===== src/rtl/taxi_sgmii_pkg.sv =====
// SGMII autoneg monitor shared definitions:
// status-vector bit map, speed and FSM encodings.
package taxi_sgmii_pkg;

  localparam int LINK_STATUS = 0;
  localparam int SYNC        = 1;
  localparam int PHY_LINK    = 7;
  localparam int SPEED_LSB   = 10;
  localparam int DUPLEX      = 12;

  typedef enum logic [1:0] {
    SPEED_10   = 2'b00,
    SPEED_100  = 2'b01,
    SPEED_1000 = 2'b10
  } speed_t;

  typedef enum logic [2:0] {
    IDLE      = 3'd0,
    WAIT_LINK = 3'd1,
    QUALIFY   = 3'd2,
    UP        = 3'd3,
    RESTART   = 3'd4
  } an_state_t;

  // Reserved code 2'b11 is treated as gigabit.
  function automatic speed_t decode_speed(
    input logic [1:0] raw
  );
    speed_t s;
    unique case (raw)
      2'b00:   s = SPEED_10;
      2'b01:   s = SPEED_100;
      default: s = SPEED_1000;
    endcase
    return s;
  endfunction

endpackage


===== src/rtl/taxi_sat_counter.sv =====
// Saturating event counter: counts inc pulses,
// sticks at all-ones.
module taxi_sat_counter #(
  parameter int CNT_W = 16
) (
  input  logic             clk,
  input  logic             rst_n,
  input  logic             inc,
  output logic [CNT_W-1:0] count
);

  always_ff @(posedge clk or negedge rst_n) begin
    if (!rst_n) begin
      count <= '0;
    end else if (inc && (count != '1)) begin
      count <= count + CNT_W'(1);
    end
  end

endmodule


===== src/rtl/taxi_sgmii_an_monitor.sv =====
// SGMII autoneg monitor: qualifies link, latches
// speed/duplex, and auto-restarts autoneg on timeout.
module taxi_sgmii_an_monitor
  import taxi_sgmii_pkg::*;
#(
  parameter int LINK_TIMEOUT_CYCLES  = 125000000,
  parameter int LINK_STABLE_CYCLES   = 1250000,
  parameter int RESTART_PULSE_CYCLES = 4,
  parameter int REQUIRE_PHY_LINK     = 1,
  parameter int CNT_W                = 16
) (
  input  logic             clk,
  input  logic             rst_n,
  input  logic             enable,
  input  logic             restart_req,
  input  logic [15:0]      status_vector,
  output logic             an_restart,
  output logic             speed_is_10_100,
  output logic             speed_is_100,
  output logic             link_up,
  output logic [1:0]       speed,
  output logic             duplex,
  output logic [CNT_W-1:0] link_down_count,
  output logic [CNT_W-1:0] restart_count,
  output logic [2:0]       state
);

  localparam int TMO_W = $clog2(LINK_TIMEOUT_CYCLES) + 1;
  localparam int STB_W = $clog2(LINK_STABLE_CYCLES) + 1;
  localparam int PLS_W = $clog2(RESTART_PULSE_CYCLES) + 1;

  localparam logic [TMO_W-1:0] TMO_LAST =
    TMO_W'(LINK_TIMEOUT_CYCLES - 1);
  localparam logic [STB_W-1:0] STB_LAST =
    STB_W'(LINK_STABLE_CYCLES - 1);
  localparam logic [PLS_W-1:0] PLS_LAST =
    PLS_W'(RESTART_PULSE_CYCLES - 1);

  an_state_t        state_q, state_d;
  logic [TMO_W-1:0] tmo_q, tmo_d, tmo_inc;
  logic [STB_W-1:0] stb_q, stb_d;
  logic [PLS_W-1:0] pls_q, pls_d;
  logic             down_inc, rst_inc, latch;
  logic             an_restart_d, link_up_d;
  logic             link_good;
  speed_t           dec_speed, speed_q;
  logic             duplex_q;
  logic             unused_status;

  assign link_good = status_vector[LINK_STATUS]
                   & status_vector[SYNC]
                   & (status_vector[PHY_LINK]
                      | (REQUIRE_PHY_LINK == 0));

  assign dec_speed = decode_speed(
    status_vector[SPEED_LSB+1:SPEED_LSB]);

  assign unused_status = ^{status_vector[15:13],
                           status_vector[9:8],
                           status_vector[6:2]};

  // Timeout holds at its last value so QUALIFY can't wrap it.
  assign tmo_inc = (tmo_q == TMO_LAST) ? tmo_q
                                       : tmo_q + TMO_W'(1);

  always_ff @(posedge clk or negedge rst_n) begin
    if (!rst_n) begin
      state_q <= WAIT_LINK;
      tmo_q   <= '0;
      stb_q   <= '0;
      pls_q   <= '0;
    end else begin
      state_q <= state_d;
      tmo_q   <= tmo_d;
      stb_q   <= stb_d;
      pls_q   <= pls_d;
    end
  end

  always_comb begin
    state_d  = state_q;
    tmo_d    = tmo_q;
    stb_d    = stb_q;
    pls_d    = pls_q;
    down_inc = 1'b0;
    latch    = 1'b0;
    if (!enable) begin
      state_d = IDLE;
      tmo_d   = '0;
      stb_d   = '0;
      pls_d   = '0;
    end else begin
      unique case (state_q)
        IDLE: begin
          state_d = WAIT_LINK;
        end
        WAIT_LINK: begin
          tmo_d = tmo_inc;
          if (restart_req) begin
            state_d = RESTART;
          end else if (link_good) begin
            state_d = QUALIFY;
            stb_d   = '0;
          end else if (tmo_q == TMO_LAST) begin
            state_d = RESTART;
          end
        end
        QUALIFY: begin
          tmo_d = tmo_inc;
          if (restart_req) begin
            state_d = RESTART;
          end else if (!link_good) begin
            state_d = WAIT_LINK;
          end else if (stb_q == STB_LAST) begin
            state_d = UP;
            latch   = 1'b1;
          end else begin
            stb_d = stb_q + STB_W'(1);
          end
        end
        UP: begin
          down_inc = !link_good;
          if (restart_req) begin
            state_d = RESTART;
          end else if (!link_good) begin
            state_d = WAIT_LINK;
            tmo_d   = '0;
          end else begin
            latch = (dec_speed != speed_q);
          end
        end
        RESTART: begin
          if (pls_q == PLS_LAST) begin
            state_d = WAIT_LINK;
            tmo_d   = '0;
          end else begin
            pls_d = pls_q + PLS_W'(1);
          end
        end
        default: begin
          state_d = WAIT_LINK;
          tmo_d   = '0;
        end
      endcase
      if (state_d == RESTART && state_q != RESTART) begin
        pls_d = '0;
        tmo_d = '0;
      end
    end
  end

  always_comb begin
    an_restart_d = (state_d == RESTART);
    link_up_d    = (state_d == UP);
    rst_inc      = (state_d == RESTART)
                 && (state_q != RESTART);
  end

  always_ff @(posedge clk or negedge rst_n) begin
    if (!rst_n) begin
      an_restart      <= 1'b0;
      link_up         <= 1'b0;
      speed_q         <= SPEED_1000;
      duplex_q        <= 1'b1;
      speed_is_10_100 <= 1'b0;
      speed_is_100    <= 1'b0;
    end else begin
      an_restart      <= an_restart_d;
      link_up         <= link_up_d;
      speed_is_10_100 <= (speed_q != SPEED_1000);
      speed_is_100    <= (speed_q == SPEED_100);
      if (latch) begin
        speed_q  <= dec_speed;
        duplex_q <= status_vector[DUPLEX];
      end
    end
  end

  taxi_sat_counter #(.CNT_W(CNT_W)) u_down_cnt (
    .clk   (clk),
    .rst_n (rst_n),
    .inc   (down_inc),
    .count (link_down_count)
  );

  taxi_sat_counter #(.CNT_W(CNT_W)) u_rst_cnt (
    .clk   (clk),
    .rst_n (rst_n),
    .inc   (rst_inc),
    .count (restart_count)
  );

  assign speed  = speed_q;
  assign duplex = duplex_q;
  assign state  = state_q;

endmodule


===== config.mk =====
export PLATFORM = sky130hd
export DESIGN_NAME = taxi_sgmii_an_monitor
export DESIGN_NICKNAME = d
export VERILOG_FILES = /design/src/rtl/taxi_sgmii_pkg.sv /design/src/rtl/taxi_sat_counter.sv /design/src/rtl/taxi_sgmii_an_monitor.sv
export SDC_FILE = /design/constraint.sdc
export NUM_CORES = 1
export LEC_CHECK = 0
export ABC_AREA = 1
export CAP_MARGIN = 15
export CORE_UTILIZATION = 45
export DETAILED_ROUTE_END_ITERATION = 6
export HOLD_SLACK_MARGIN = 0.03
export MAX_ROUTING_LAYER = met4
export PLACE_DENSITY = 0.68
export SYNTH_ARGS = -nofsm -noshare
export SYNTH_HDL_FRONTEND = slang
export SYNTH_SLANG_ARGS = --single-unit

===== constraint.sdc =====
create_clock -name clk -period 1.6 [get_ports clk]
set_input_delay 0.16 -clock clk [delete_from_list [all_inputs] [get_ports clk]]
set_output_delay 0.16 -clock clk [all_outputs]
set_load 0.02 [all_outputs]

==> results.json <==
{
  "status": "finished with violations",
  "violations": "negative setup slack",
  "synth-seq-cells": 95,
  "post-route-min-period_ns": 1.73,
  "seq_area_frac_synth_pct": 39.2,
  "placedCellCount": 1202,
  "die_w_um": 118,
  "design_area_um2": 8960,
  "syn-num-nets": 863,
  "antenna_cells": 0,
  "tightest_slew_ns": 0.525,
  "maxSlewViolCount": 0,
  "cts_buffer_depth": 2,
  "place_ws_ns": -0.336,
  "viasPerCell": 5.08,
  "ant_nets": 0,
  "yosysWarnings": 0,
  "h-tree-depth": 3,
  "die_h_um": 118,
  "synth_edf_count": 0,
  "powerDensity_nw_per_um2": 659,
  "cts.sinks": 95,
  "end_kind": "flip-flop",
  "num_vias": 6327,
  "row_count": 42,
  "core_area_um2": 13200,
  "rrSetupSlack_ns": -0.13,
  "total_power_mw": 5.91,
  "finalSetupViolations": 68,
  "crit_fanout": 8,
  "crit_arrival_ns": 1.98,
  "async_flop_share_pct": 100,
  "syn_area_per_cell_um2": 7.26,
  "synth.distinct_cells": 37,
  "initial_core_util_pct": 46.1,
  "syn_to_final_growth_pct": 47.4,
  "dr.pass1.iters": 5,
  "drt_iter0_markers": 453,
  "required_ns": 1.85,
  "drt-wirelength-per-cell_um": 13.9,
  "rr_worst_depth": 10,
  "ir_worst_vdd_mv": 0.437,
  "worstSkewPairLatency_ns": 0.35,
  "cts_tree": "built",
  "antenna_found_initial": 0,
  "syn_area_um2": 6080,
  "finalCritPeriodShare_pct": 108,
  "slew_headroom_pct": 65.0,
  "cts_root_buffer": "clkbuf_16",
  "gp_congestion": 0.897,
  "grt_pass1_vias": 5895,
  "io_pins": 62,
  "fin_skew_ns": 0.00527,
  "final_nets": 1091,
  "fp.dieArea_um2": 14000,
  "place_hpwl_um": 12100,
  "whs_path_depth": 3,
  "fin_cells": 1246,
  "grt_pass1_wl_um": 27700,
  "layout_commonest_cell": "nand2_1",
  "grt_max_degree": 96,
  "fmax_ghz": 0.577,
  "postSynthCellCount": 837,
  "clk_pin_slew_ns": 0.06,
  "critPathLaunchType": "flip-flop",
  "drv_cap": 0,
  "grt_use_total_pct": 25.3,
  "layout_common_cells": "233 x nand2_1, 164 x buf_4, 85 x dfrtp_1",
  "drcViolationCount": 0,
  "grt.overflow.total": 0,
  "finalSetupTns_ns": -5.14,
  "rsz0062_at_grt": "true",
  "cts_made_buffers": 9,
  "fillers": 1046,
  "finalWirelength_um": 17400,
  "hold_class": "input port to flip-flop",
  "io_buffer_count": 51,
  "drive_gt1_share_pct": 30.6,
  "hold_violations": 0,
  "placed_area_um2": 7960,
  "power_leakage_nw": 4.30,
  "setup_ws_ns": -0.133,
  "path_class": "flip-flop to flip-flop",
  "synth_flop_cell": "dfrtp_1"
}
## cell usage after synthesis (all sizes together), types with 3 or more instances
cell / instances / area share, %
nand2: 263 / 17
nor2: 94 / 6.1
dfrtp: 92 / 38
inv: 91 / 5.6
nand3: 56 / 4.8
xor2: 48 / 6.9
o21ai: 44 / 3.6
nand4: 43 / 4.7
nor3: 33 / 3.1
buf: 19 / 2.5
xnor2: 15 / 2.2
a21oi: 11 / 1.2
ha: 6 / 1.2
nor3b: 6 / 0.91
clkbuf: 4 / 0.27
nor4: 4 / 0.41
dfstp: 3 / 1.3
## state kept, by name, indices dropped and copies added (netlist names)
| register | cells |
|---|---|
| tmo_q | 28 |
| stb_q | 22 |
| u_down_cnt.count | 16 |
| u_rst_cnt.count | 16 |
| pls_q | 3 |
| state | 3 |
| speed | 2 |
| an_restart | 1 |
| duplex | 1 |
| link_up | 1 |
| speed_is_100 | 1 |
| speed_is_10_100 | 1 |
## power by group
part / total, mW / internal, mW / switching, mW
registers: 2.55 / 2.49 / 0.0632
logic: 1.27 / 0.527 / 0.741
clock network: 2.09 / 1.18 / 0.913
total: 5.91 / 4.19 / 1.72
## path summary, 6_finish.rpt
check	from	end
min in group asynchronous	rst_n	u_rst_cnt.count[3]
max	stb_q[1]	stb_q[10]
max in group asynchronous	rst_n	state[1]
min reg2reg	duplex	duplex
max reg2reg	stb_q[1]	stb_q[10]
min	status_vector[12]	duplex
## critical path, stage by stage (launching register included)
cell and delay (ns):
dfrtp_1 0.36, ha_2 0.20, nand3_2 0.10, nor3_2 0.19
nand3_2 0.15, nand2_4 0.12, nand2_8 0.09, buf_6 0.13
buf_6 0.12, a21oi_1 0.11, nor2_1 0.06
## per-stage QoR
| stage | utilization (%) | hold slack (ns) |
|---|---|---|
| 2_1_floorplan | - | -0.136 |
| 3_3_place_gp | 60.4 | 0.254 |
| 6_report | 67.9 | 0.349 |
| 5_1_grt | 67.9 | 0.396 |
| 4_1_cts | 64.3 | 0.341 |
| 3_5_place_dp | 60.4 | 0.261 |
## cell type report
cell class | instances | area (um2) | share of cell area (%)
Sequential cell | 95 | 2390 | 26.7
Clock inverter | 3 | 17.5 | 0.196
Multi-Input combinational cell | 630 | 3660 | 40.8
Tap cell | 176 | 220 | 2.46
Timing Repair inverter | 1 | 7.51 | 0.0838
Clock buffer | 13 | 270 | 3.02
Inverter | 91 | 353 | 3.94
Timing Repair Buffer | 237 | 2040 | 22.8
## kinds of logic (layout without fill, tap and decap cells)
logic type,after synthesis,after routing,share of synthesized area (%)
and+or+nand+nor,501,503,36.9
adders and majority gates,6,6,1.24
DFF,95,95,39.2
AOI/OAI and AO/OA,58,58,5.23
xor gates and xnor gates,63,63,9.08
buffers and inverters,114,345,8.34
## metal layers
metal / track usage (%) / wire length, um / vias to the layer above
met5: - / 0 / -
li1: - / - / 3159
met1: 32.6 / 7890 / 2965
met2: 40.7 / 8290 / 178
met4: 9.62 / 363 / 0
met3: 3.28 / 812 / 25
## what timing repair did
action | 4_1_cts | 5_1_grt
buffers inserted | 11 | 13
gates cloned | 3 | 2
gates resized for setup | 67 | 118
endpoints found under the hold margin | 92 | 0
hold buffers | 1 | 0
pin swaps | 18 | 26
setup endpoints to repair | 98 | 97
Note: power is estimated with default switching activity, not from simulation.
